==> config.mk <==
export PLATFORM = sky130hd
export DESIGN_NAME = rca_seq_chunked
export DESIGN_NICKNAME = d
export VERILOG_FILES = /design/src/rtl/rca_pkg.sv /design/src/rtl/rca_chunk.sv /design/src/rtl/rca_seq_chunked.sv
export SDC_FILE = /design/constraint.sdc
export NUM_CORES = 1
export LEC_CHECK = 0
export BUFFER_PORTS_ARGS = -buffer_cell sky130_fd_sc_hd__buf_2
export CAP_MARGIN = 20
export CORE_UTILIZATION = 49
export DETAILED_ROUTE_END_ITERATION = 6
export PLACE_DENSITY = 0.76
export SETUP_SLACK_MARGIN = 0.5
export SYNTH_ARGS = -nofsm -noshare
export SYNTH_HDL_FRONTEND = slang
export SYNTH_SLANG_ARGS = --single-unit
==> constraint.sdc <==
create_clock -name clk -period 7.9 [get_ports clk]
set_input_delay 0.395 -clock clk [delete_from_list [all_inputs] [get_ports clk]]
set_output_delay 0.395 -clock clk [all_outputs]
set_load 0.005 [all_outputs]
==> src/rtl/rca_pkg.sv <==
// Shared types for the chunked sequential ripple-carry adder.
package rca_pkg;

  typedef enum logic [1:0] {
    IDLE = 2'd0,
    RUN  = 2'd1,
    HOLD = 2'd2
  } state_t;

  // Width of the chunk counter; a single-chunk build still needs one bit.
  function automatic int cnt_width(input int n);
    if (n <= 1) return 1;
    return $clog2(n);
  endfunction

endpackage

==> src/rtl/rca_chunk.sv <==
// Combinational CHUNK-bit ripple adder built from a chain of full adders.
module rca_chunk #(
  parameter int CHUNK = 16
) (
  input  logic [CHUNK-1:0] in1,
  input  logic [CHUNK-1:0] in2,
  input  logic             cin,
  output logic [CHUNK-1:0] out,
  output logic             cout
);

  logic [CHUNK:0] w_c;

  assign w_c[0] = cin;

  genvar gi;
  generate
    for (gi = 0; gi < CHUNK; gi++) begin : g_fa
      assign out[gi]    = in1[gi] ^ in2[gi] ^ w_c[gi];
      assign w_c[gi+1] = (in1[gi] & in2[gi]) | (w_c[gi] & (in1[gi] ^ in2[gi]));
    end
  endgenerate

  assign cout = w_c[CHUNK];

endmodule

==> src/rtl/rca_seq_chunked.sv <==
// Multi-cycle add/subtract: one CHUNK-bit adder reused NCHUNK times with a registered carry.
// Optional signed-overflow output is enabled by defining RCA_SEQ_OVF_EN.
module rca_seq_chunked
  import rca_pkg::*;
#(
  parameter int WIDTH = 64,
  parameter int CHUNK = 16
) (
  input  logic             clk,
  input  logic             rst,
  input  logic             in_valid,
  output logic             in_ready,
  input  logic [WIDTH-1:0] in1,
  input  logic [WIDTH-1:0] in2,
  input  logic             cin,
  input  logic             sub,
  output logic             out_valid,
  input  logic             out_ready,
  output logic [WIDTH-1:0] out,
`ifdef RCA_SEQ_OVF_EN
  output logic             ovf,
`endif
  output logic             cout
);

  localparam int NCHUNK = WIDTH / CHUNK;
  localparam int CW     = cnt_width(NCHUNK);
  localparam logic [CW-1:0] LAST = CW'(NCHUNK - 1);

  generate
    if (WIDTH % CHUNK != 0) begin : g_bad_chunk
      $error("rca_seq_chunked: WIDTH must be a multiple of CHUNK");
    end
  endgenerate

  state_t           r_state;
  logic [WIDTH-1:0] r_a;
  logic [WIDTH-1:0] r_b;
  logic             r_carry;
  logic [CW-1:0]    r_count;
  logic [WIDTH-1:0] r_out;
  logic             r_cout;
  logic             r_valid;

  logic [CHUNK-1:0] w_a_sel;
  logic [CHUNK-1:0] w_b_sel;
  logic [CHUNK-1:0] w_sum;
  logic             w_cout;

  assign w_a_sel = r_a[r_count*CHUNK +: CHUNK];
  assign w_b_sel = r_b[r_count*CHUNK +: CHUNK];

  rca_chunk #(
    .CHUNK (CHUNK)
  ) u_chunk (
    .in1  (w_a_sel),
    .in2  (w_b_sel),
    .cin  (r_carry),
    .out  (w_sum),
    .cout (w_cout)
  );

`ifdef RCA_SEQ_OVF_EN
  logic r_ovf;
  logic w_c_msb;
  // Carry into the top bit recovered from the sum bit of the final chunk.
  assign w_c_msb = w_a_sel[CHUNK-1] ^ w_b_sel[CHUNK-1] ^ w_sum[CHUNK-1];
  assign ovf     = r_ovf;
`endif

  always_ff @(posedge clk) begin
    if (rst) begin
      r_state <= IDLE;
      r_a     <= '0;
      r_b     <= '0;
      r_carry <= 1'b0;
      r_count <= '0;
      r_out   <= '0;
      r_cout  <= 1'b0;
      r_valid <= 1'b0;
`ifdef RCA_SEQ_OVF_EN
      r_ovf   <= 1'b0;
`endif
    end else begin
      case (r_state)
        IDLE: begin
          if (in_valid) begin
            r_a     <= in1;
            r_b     <= sub ? ~in2 : in2;
            r_carry <= cin;
            r_count <= '0;
            r_state <= RUN;
          end
        end
        RUN: begin
          r_out[r_count*CHUNK +: CHUNK] <= w_sum;
          r_carry <= w_cout;
          if (r_count == LAST) begin
            r_state <= HOLD;
            r_valid <= 1'b1;
            r_cout  <= w_cout;
`ifdef RCA_SEQ_OVF_EN
            r_ovf   <= w_c_msb ^ w_cout;
`endif
          end else begin
            r_count <= r_count + 1'b1;
          end
        end
        HOLD: begin
          if (out_ready) begin
            r_state <= IDLE;
            r_valid <= 1'b0;
          end
        end
        default: r_state <= IDLE;
      endcase
    end
  end

  // Ready drops combinationally under reset so nothing is accepted mid-reset.
  assign in_ready  = (r_state == IDLE) && !rst;
  assign out_valid = r_valid;
  assign out       = r_out;
  assign cout      = r_cout;

endmodule

==> results.py <==
metrics = {
    "sta": {
        "relSlewSlack": 0.286,
        "fin_ws_ps": 775,
        "setup_viol": 0,
        "finalCritPeriodShare": 0.902,
        "drv_slew": 0,
        "finalHoldViolCount": 0,
        "rsz0062_at_grt": "no",
        "tightest_slew_ps": 1070,
        "fmax_ghz": 0.140,
        "fin_skew_ps": 11.4,
        "setup_tns_ps": 0,
        "period_needed_ps": 7130,
    },
    "yosys": {
        "synthDistinctLibCells": 29,
        "syn_area_per_cell_um2": 9.61,
        "synth_top_area_frac": 0.451,
        "synth_compound_area_frac": 0.156,
        "ys_seq_area_frac": 0.451,
        "yosysWarnings": 0,
        "synthAdderAreaFrac": 0.0448,
        "syn_nets": 1074,
        "synthesis.area_mm2": 0.00882,
        "syn_inst": 918,
        "synth_xor_xnor_area_share": 0.0635,
        "synth_top_cell_by_area": "dfxtp_1",
        "synthSimpleGateAreaFrac": 0.128,
        "synth_area_leaders": "dfxtp_1 45%, mux4_2 8.2%, xnor2_1 6.4%",
        "synth-seq-cells": 199,
        "synth.area.mux_share": 0.0839,
        "synth_top_family_by_area": "compound AO/OA/AOI/OAI gates",
    },
    "power_and_ir_drop": {
        "power_leakage_nw": 4.02,
        "p_clk_frac": 0.365,
        "peakVddDrop_mv": 0.169,
        "p_per_area_mw_per_mm2": 217,
        "switching_share": 0.278,
        "combPwrFrac": 0.150,
        "p_switching_uw": 627,
        "p_int_mw": 1.63,
        "sequentialPowerShare": 0.485,
    },
    "setup_path": {
        "endpoint_kind": "flip-flop",
        "arrival_ps": 7420,
        "worst_path_max_delay_cell": "dfxtp_4",
        "crit_buf_inv": 3,
        "required_ps": 8200,
        "crit_start": "r_count[1]",
        "start_kind": "flip-flop",
        "timing.rr.start": "r_count[1]",
        "crit_path_cell_trace": "mux4_2, inv_1, fa_1, fa_1, fa_1, fa_2, fa_1, fa_1, fa_2, fa_1, fa_1, fa_2, fa_1, fa_1, fa_1, fa_1, inv_1, fa_1, fa_1, inv_2, o31ai_1",
        "slowest_delay_ps": 470,
        "crit_family": "adder cells",
        "crit_fanout": 15,
        "worstSetupPathType": "reg -> reg",
        "cp_common_cell": "fa_1",
    },
    "routing": {
        "drt-vias-per-instance": 5.40,
        "drt_wl_total_um": 22000,
        "wire_per_inst_um": 16.9,
        "drtAntennaViolNets": 0,
        "drtIter0Drc": 471,
        "drc": 0,
        "via_count": 7041,
        "first_pass_iters": 7,
    },
    "floorplan": {
        "die_h_um": 136,
        "coreArea_mm2": 0.0174,
        "start_util": 0.507,
        "row_count": 48,
        "die_x_um": 136,
        "pin_count": 201,
        "dieArea_mm2": 0.0186,
    },
    "clocking": {
        "htree_levels": 4,
        "cts_tree": "yes",
        "clockBufferDepth": 2,
        "ctsRootBufferMaster": "clkbuf_16",
        "cts.sinks": 199,
        "clkLatencyLatePin_ps": 430,
        "cts_setup_buffers": 0,
        "clkTransAtPathRegs_ps": 80,
        "numCtsBuffers": 17,
    },
    "finish": {
        "seqCellArea_mm2": 0.00399,
        "fillers": 1535,
        "syn_to_final_growth_pct": 17.6,
        "layout.cells.non_filler": 1303,
        "drive_gt1_frac": 0.263,
        "num_antenna_cells": 0,
        "fin_nets": 1221,
        "multi_input_area_mm2": 0.00421,
    },
    "global_route": {
        "overflow": 0,
        "antenna_found_initial": 0,
        "grt_max_degree": 120,
        "grt_pass1_wl_um": 34300,
        "grt_use_total": 0.244,
        "grt_pass1_vias": 6569,
    },
    "min_path": {
        "min_from": "in1[47]",
        "hold_path_class": "in -> reg",
    },
    "placement": {
        "placedCellCount": 1271,
        "dp.final_hpwl_um": 15500,
        "place_ws_ps": 519,
        "place.gp.congestion": 0.790,
        "io_buffers": 200,
    },
    "run_status": {
        "status": "finished, final reports clean",
    },
    "job": {
        "maxCapViolCount": 0,
    },
}
==> cell usage in the layout, fill, tap and decap left out, drive strengths merged, types with 3 or more instances in the layout <==
cell type	instances
inv	74
clkinv	4
nor2	69
o31ai	33
fa	16
a21oi	66
nand2b	3
nand3b	35
nand2	131
o32ai	33
dfxtp	199
clkbuf	18
buf	211
a211oi	64
ha	6
mux4	32
xnor2	64
clkinvlp	3
==> state kept, by name, summed over array words and instances, names as in the netlist <==
register	flops
r_a	64
cout	1
r_state	2
out	64
r_carry	1
r_b	64
out_valid	1
r_count	2
==> what timing repair did <==
action	4_1_cts	5_1_grt
gates resized for setup	0	5
hold buffers	0	0
setup endpoints to repair	0	9
==> cell usage after synthesis <==
library cell / count
a311oi_1: 1
dfxtp_1: 199
a2bb2oi_1: 1
o32ai_1: 33
fa_1: 16
mux2i_1: 2
nand2b_1: 3
nor3b_2: 1
and3b_1: 2
xnor2_1: 64
nor4b_1: 1
a21oi_1: 66
nand3b_1: 35
clkbuf_1: 38
o31ai_1: 33
buf_2: 36
nor2_1: 69
ha_1: 6
o21bai_1: 1
mux4_2: 32
nand2_1: 131
nand3_1: 2
a211oi_1: 64
or3b_1: 2
or3_1: 1
inv_1: 67
nor3_1: 2
nand4b_2: 1
buf_4: 9
==> power groups by stage <==
stage,Sequential (mW),Combinational [mW],Clock [mW]
finish,1.09,0.338,0.822
global route,1.10,0.374,0.876
CTS,1.09,0.337,0.832
detailed placement,1.11,0.336,0
global placement,1.11,0.331,0
floorplan,1.10,0.236,0
==> path summary, 6_finish.rpt <==
kind,to,cells after the start,slack [ps]
max,out[47],21,770
min,r_a[47],3,190
max reg2reg,out[47],21,770
min reg2reg,r_a[42],2,450
==> per-layer routing <==
layer  track usage  wire [µm]  vias to the layer above
met5             0          0                        -
met4        0.0988        597                        0
met3        0.0556       1410                       30
met2         0.356       9850                      261
met1         0.346      10100                     3284
li1              -          -                     3466
==> tightest hold or removal path, cell delays in order <==
cell and delay (ps):
buf_2 90, nand2_1 40, a21oi_1 50
==> metrics by stage <==
step / power [mW] / cell area, µm² / util / hold WS, ps
after floorplan: 1.34 / 8830 / - / 433
after global placement: 1.44 / 9820 / 0.564 / 441
after detailed placement: 1.45 / 9820 / 0.564 / 444
after CTS: 2.26 / 10400 / 0.595 / 182
after global routing: 2.35 / 10400 / 0.596 / 187
final: 2.25 / 10400 / 0.596 / 192
==> area by class of cell <==
class                           instances  area share
Multi-Input combinational cell        569       0.406
Sequential cell                       199       0.384
Timing Repair Buffer                  211       0.105
Clock buffer                           18      0.0423
Tap cell                              225      0.0271
Inverter                               67      0.0242
Clock inverter                         14      0.0111
==> logic make-up after synthesis <==
| logic type | after synthesis |
|---|---|
| AND/OR/NAND/NOR | 250 |
| AO/OA/AOI/OAI | 199 |
| flip-flops | 199 |
| buffers and inverters | 150 |
| XOR/XNOR | 64 |
| multiplexers | 34 |
| adder cells (fa/ha/maj) | 22 |
(Power assumes the default switching activity.)
